$ cat config.mk
export PLATFORM = sky130hd
export DESIGN_NAME = hazard_unit
export DESIGN_NICKNAME = d
export VERILOG_FILES = /design/src/rtl/mips_pkg.sv /design/src/rtl/hazard_unit_md_tracker.sv /design/src/rtl/hazard_unit.sv
export SDC_FILE = /design/constraint.sdc
export NUM_CORES = 1
export LEC_CHECK = 0
export CAP_MARGIN = 20
export CORE_MARGIN = 3
export CORE_UTILIZATION = 42
export DETAILED_ROUTE_END_ITERATION = 10
export PLACE_DENSITY = 0.8
export SETUP_SLACK_MARGIN = 0.2
export SLEW_MARGIN = 25
export SYNTH_ARGS = -nofsm -noshare
export SYNTH_HDL_FRONTEND = slang
export SYNTH_SLANG_ARGS = --single-unit
$ cat constraint.sdc
create_clock -name clk -period 6.39 [get_ports clk]
set_input_delay 1.5975 -clock clk [delete_from_list [all_inputs] [get_ports clk]]
set_output_delay 1.5975 -clock clk [all_outputs]
set_load 0.01 [all_outputs]
$ cat src/rtl/mips_pkg.sv
// Shared definitions for the MIPS pipeline control blocks: forwarding mux
// select encodings, mult/div tracker state type and the forward-select helper.
package mips_pkg;

  localparam logic [1:0] FWD_RF  = 2'b00;
  localparam logic [1:0] FWD_WB  = 2'b01;
  localparam logic [1:0] FWD_MEM = 2'b10;

  typedef enum logic {
    MD_IDLE = 1'b0,
    MD_BUSY = 1'b1
  } md_state_t;

  // Memory stage wins over Writeback; $0 is hard-wired zero and never forwarded.
  function automatic logic [1:0] fwd_sel(
    input logic [4:0] src,
    input logic       reg_write_m,
    input logic [4:0] write_reg_m,
    input logic       reg_write_w,
    input logic [4:0] write_reg_w
  );
    if (reg_write_m && (write_reg_m != 5'd0) && (write_reg_m == src))
      return FWD_MEM;
    else if (reg_write_w && (write_reg_w != 5'd0) && (write_reg_w == src))
      return FWD_WB;
    else
      return FWD_RF;
  endfunction

endpackage

$ cat src/rtl/hazard_unit_md_tracker.sv
// Tracks an in-flight multi-cycle mult/div; mdBusy is high for MD_LATENCY
// cycles after issue in Execute. A reissue while busy restarts the count.
module md_tracker
  import mips_pkg::*;
#(
  parameter int MD_LATENCY = 4
) (
  input  logic clk,
  input  logic rst_n,
  input  logic mdStartE,
  output logic mdBusy
);

  localparam logic [3:0] MD_LOAD = 4'(MD_LATENCY - 1);

  md_state_t  state_q;
  logic [3:0] cnt_q;
  logic       busy_q;

  always_ff @(posedge clk or negedge rst_n) begin
    if (!rst_n) begin
      state_q <= MD_IDLE;
      cnt_q   <= 4'd0;
      busy_q  <= 1'b0;
    end else begin
      case (state_q)
        MD_IDLE: begin
          if (mdStartE) begin
            state_q <= MD_BUSY;
            cnt_q   <= MD_LOAD;
            busy_q  <= 1'b1;
          end
        end
        MD_BUSY: begin
          if (mdStartE) begin
            cnt_q <= MD_LOAD;
          end else if (cnt_q == 4'd0) begin
            state_q <= MD_IDLE;
            busy_q  <= 1'b0;
          end else begin
            cnt_q <= cnt_q - 4'd1;
          end
        end
        default: begin
          state_q <= MD_IDLE;
          busy_q  <= 1'b0;
        end
      endcase
    end
  end

  assign mdBusy = busy_q;

endmodule

$ cat src/rtl/hazard_unit.sv
// Pipeline hazard controller: forwarding selects, stall/flush and a saturating
// stall-cycle counter. HAZARD_BRANCH_FWD_EN enables Decode-stage branch forwarding.
module hazard_unit
  import mips_pkg::*;
#(
  parameter int MD_LATENCY = 4,
  parameter int CNT_W      = 16
) (
  input  logic             clk,
  input  logic             rst_n,
  input  logic [4:0]       rsD,
  input  logic [4:0]       rtD,
  input  logic [4:0]       rsE,
  input  logic [4:0]       rtE,
  input  logic [4:0]       writeRegE,
  input  logic [4:0]       writeRegM,
  input  logic [4:0]       writeRegW,
  input  logic             regWriteE,
  input  logic             regWriteM,
  input  logic             regWriteW,
  input  logic             memToRegE,
  input  logic             memToRegM,
  input  logic             branchD,
  input  logic             pcSrcD,
  input  logic             jumpD,
  input  logic             mdOpD,
  input  logic             mfHiLoD,
  input  logic             mdStartE,
  output logic [1:0]       forwardAE,
  output logic [1:0]       forwardBE,
  output logic             forwardAD,
  output logic             forwardBD,
  output logic             stallF,
  output logic             stallD,
  output logic             flushD,
  output logic             flushE,
  output logic             mdBusy,
  output logic [CNT_W-1:0] stallCount
);

  logic load_stall, branch_stall, md_stall, stall;
  logic e_match, m_hit, m_match;
  logic [CNT_W-1:0] stall_cnt_q, stall_cnt_d;

  assign forwardAE = fwd_sel(rsE, regWriteM, writeRegM, regWriteW, writeRegW);
  assign forwardBE = fwd_sel(rtE, regWriteM, writeRegM, regWriteW, writeRegW);

  assign load_stall = memToRegE && regWriteE && (writeRegE != 5'd0) &&
                      ((writeRegE == rsD) || (writeRegE == rtD));

  assign e_match = regWriteE && (writeRegE != 5'd0) &&
                   ((writeRegE == rsD) || (writeRegE == rtD));
  assign m_hit   = regWriteM && (writeRegM != 5'd0) &&
                   ((writeRegM == rsD) || (writeRegM == rtD));

`ifdef HAZARD_BRANCH_FWD_EN
  // ALU results in Memory reach the comparator directly; only loads must wait.
  assign m_match   = m_hit && memToRegM;
  assign forwardAD = regWriteM && (writeRegM != 5'd0) && (writeRegM == rsD);
  assign forwardBD = regWriteM && (writeRegM != 5'd0) && (writeRegM == rtD);
`else
  logic unused_mem_to_reg_m;
  assign unused_mem_to_reg_m = memToRegM;
  assign m_match   = m_hit;
  assign forwardAD = 1'b0;
  assign forwardBD = 1'b0;
`endif

  assign branch_stall = branchD && (e_match || m_match);
  assign md_stall     = mdBusy && (mfHiLoD || mdOpD);
  assign stall        = load_stall | branch_stall | md_stall;

  assign stallF = stall;
  assign stallD = stall;
  assign flushE = stall;
  assign flushD = (pcSrcD | jumpD) & ~stall;

  md_tracker #(
    .MD_LATENCY(MD_LATENCY)
  ) u_md_tracker (
    .clk     (clk),
    .rst_n   (rst_n),
    .mdStartE(mdStartE),
    .mdBusy  (mdBusy)
  );

  always_comb begin
    stall_cnt_d = stall_cnt_q;
    if (stall && !(&stall_cnt_q))
      stall_cnt_d = stall_cnt_q + 1'b1;
  end

  always_ff @(posedge clk or negedge rst_n) begin
    if (!rst_n) stall_cnt_q <= '0;
    else        stall_cnt_q <= stall_cnt_d;
  end

  assign stallCount = stall_cnt_q;

endmodule

==> flow_summary.ini <==
[power]
p_per_area_mw_per_mm2 = 195
seq_power_share = 0.399
ir_drop_v = 0.000179
internal_power_mw = 0.319
power_frac_clock = 0.178
p_leak_nw = 0.957
switching_share = 0.334
power.switching_mw = 0.160
power_frac_comb = 0.423

[cells_and_area]
syn2layout_area_growth_pct = 42.9
final_util = 0.648
num_antenna_cells = 0
final_cell_mix = clkdlybuf4s50_1, xor2_1, xnor2_1
final_cells = 292
drive_gt1_frac = 0.0738
final_nets = 297
n_fill_cell = 329
layout_commonest_cell = clkdlybuf4s50_1

[sta]
fin_skew_ns = 0.00756
timing.final.crit_share = 0.884
tns_ns = 0
maxSlewHeadroom = 0.480
hold_slack_ns = 0.471
finalSetupViolations = 0
hold_viol = 0
max_freq_mhz = 177
min_period_ns = 5.65
worst_pin_slew_ns = 0.778
rsz0062_at_grt = false
slew_viol_final = 0
setup_slack_ns = 0.739

[logic_synthesis]
synth_seq_area_share = 0.320
ys_types = 33
yosys_warnings = 0
avgSynthCellArea_um2 = 9.62
ys_ff_latch = 22
syn_area_mm2 = 0.00172
syn_inst = 179

[place]
dp_cells = 289
place_congestion = 0.909
post-place-ws_ns = 0.746
dpl.hpwl_mm = 3.28
port_buffers = 71

[clock_network]
cts.sinks = 22
cts.repair.resized = 0
clk_pin_slew_worst_paths_ns = 0.07
cts_max_level = 1
clk_latency_ns = 0.26
cts_buffer_depth = 2
ctsHoldBuffers = 0
root_buffer = clkbuf_8
cts_buffers = 3
cts_tree = built
cts_setup_buffers = 0

[detailed_routing]
vias_per_cell = 5.07
dr.pass1.iters = 4
final_antenna_net_count = 0
vias = 1481
drc = 0
wl_mm = 4.04
wl_per_cell_um = 13.8
drt_iter0_drc = 36

[floorplan]
placementRows = 22
start_util = 0.453
die_h_um = 70.0
die_area_mm2 = 0.00490
core-area_mm2 = 0.00380
fp.dieW_um = 70.0
ios = 75

[critical_path]
reg2reg_depth = 6
start_kind = primary input
r2r_start = stallCount[5]$_DFFE_PN0P_
crit_required_ns = 4.79
rr_endpoint = stallCount[1]$_DFFE_PN0P_
cp-end-kind = output port
worst-setup-path-type = primary input to output port
crit_end = forwardBE[0]
crit_path_max_fanout = 5
r2r_slack_ns = 3.88
crit_start = writeRegM[2]
cp.arrival_ns = 4.05

[grt]
antenna_found_initial = 0
grt_overflow = 0
grt_pass1_wl_mm = 6.78
grt_max_degree = 23
track_usage = 0.164
grt_pass1_vias = 1471

[hold_path]
min_path_type = flip-flop to flip-flop

[job]
maxCapViolations = 0

[outcome]
status = completed
-- synth_stat cells --
master | instances | area, um^2
o221ai_4 | 1 | 26.3
nand4_1 | 5 | 31.3
buf_2 | 4 | 20.0
nand3_1 | 7 | 35.0
nand3_2 | 7 | 70.1
mux2_1 | 1 | 11.3
and3_1 | 7 | 43.8
buf_4 | 5 | 37.5
inv_1 | 4 | 15.0
ha_1 | 3 | 37.5
nor2_1 | 11 | 41.3
nor3_1 | 6 | 30.0
xnor2_1 | 23 | 201
a21oi_1 | 2 | 10.0
nor2_2 | 1 | 6.26
xor2_1 | 34 | 298
mux2_2 | 1 | 11.3
a211o_1 | 1 | 8.76
or4_4 | 1 | 11.3
a22oi_1 | 2 | 15.0
o221ai_1 | 1 | 8.76
nand2_1 | 7 | 26.3
nand2b_1 | 3 | 18.8
nor4_1 | 5 | 31.3
o21ai_0 | 3 | 15.0
or4_1 | 4 | 30.0
o211ai_2 | 1 | 12.5
and2_1 | 2 | 12.5
nor3b_1 | 1 | 7.51
conb_1 | 1 | 3.75
nand4_4 | 1 | 21.3
buf_6 | 2 | 22.5
dfrtp_1 | 22 | 551
-- layer usage --
layer	vias to the layer above	part of all wire	track usage
met4	0	0.0062	0.0319
li1	741	-	-
met5	-	0	0
met1	686	0.46	0.224
met2	50	0.46	0.270
met3	4	0.066	0.0345
-- worst max-delay path, cell delays in order --
cell and delay (ns):
clkdlybuf4s50_1 0.56, or4_4 0.58, o21ai_0 0.27, nor4_1 0.13, nor4_1 0.32, clkdlybuf4s50_1 0.59
-- cells by family (layout without fill, tap and decap cells) --
family,after synthesis,in the layout,synth area share
and+or+nand+nor,68,68,0.242
DFF,22,22,0.320
other,1,2,0.00218
xor gates and xnor gates,57,57,0.290
AOI/OAI and AO/OA,11,11,0.0560
muxes,2,2,0.0131
adders and majority gates,3,3,0.0218
buffers and inverters,15,79,0.0552
-- cell type report --
cell class / instances / area (um^2) / share of cell area
clock buffers: 3 / 41.3 / 0.0168
inverters: 4 / 15.0 / 0.00610
multi-input cells: 143 / 1080 / 0.439
flip-flops and latches: 22 / 551 / 0.224
well taps: 48 / 60.1 / 0.0244
repair buffers: 72 / 713 / 0.290
-- power by group through the flow --
stage / combinational, mW / clock [mW] / sequential (mW)
after detailed placement: 0.204 / 0 / 0.193
after global routing: 0.221 / 0.0950 / 0.194
after floorplan: 0.108 / 0 / 0.195
final: 0.203 / 0.0852 / 0.191
after CTS: 0.206 / 0.0882 / 0.191
after global placement: 0.200 / 0 / 0.192
-- sequential cells by signal, indices dropped and copies added, names as in the netlist --
name and cells:
stallCount 16, u_md_tracker.cnt_q 4, u_md_tracker.mdBusy 1, u_md_tracker.state_q 1
-- worst min-delay path by stage --
| stage | from | to | slack [ns] | cells past startpoint |
|---|---|---|---|---|
| finish | u_md_tracker.state_q$_DFF_PN0_ | u_md_tracker.mdBusy$_DFFE_PN0P_ | 0.47 | 1 |
| global route | u_md_tracker.state_q$_DFF_PN0_ | u_md_tracker.mdBusy$_DFFE_PN0P_ | 0.51 | 1 |
| CTS | u_md_tracker.state_q$_DFF_PN0_ | u_md_tracker.mdBusy$_DFFE_PN0P_ | 0.48 | 1 |
| detailed placement | u_md_tracker.state_q$_DFF_PN0_ | u_md_tracker.mdBusy$_DFFE_PN0P_ | 0.47 | 1 |
| global placement | u_md_tracker.state_q$_DFF_PN0_ | u_md_tracker.mdBusy$_DFFE_PN0P_ | 0.46 | 1 |
| floorplan | u_md_tracker.state_q$_DFF_PN0_ | u_md_tracker.mdBusy$_DFFE_PN0P_ | 0.44 | 1 |
-- stage by stage --
| step | cell area [um^2] | power, mW |
|---|---|---|
| 6_report | 2460 | 0.479 |
| 5_1_grt | 2460 | 0.511 |
| 4_1_cts | 2460 | 0.485 |
| 3_5_place_dp | 2420 | 0.397 |
| 3_3_place_gp | 2420 | 0.391 |
| 2_1_floorplan | 1730 | 0.303 |
(Power assumes the default switching activity.)
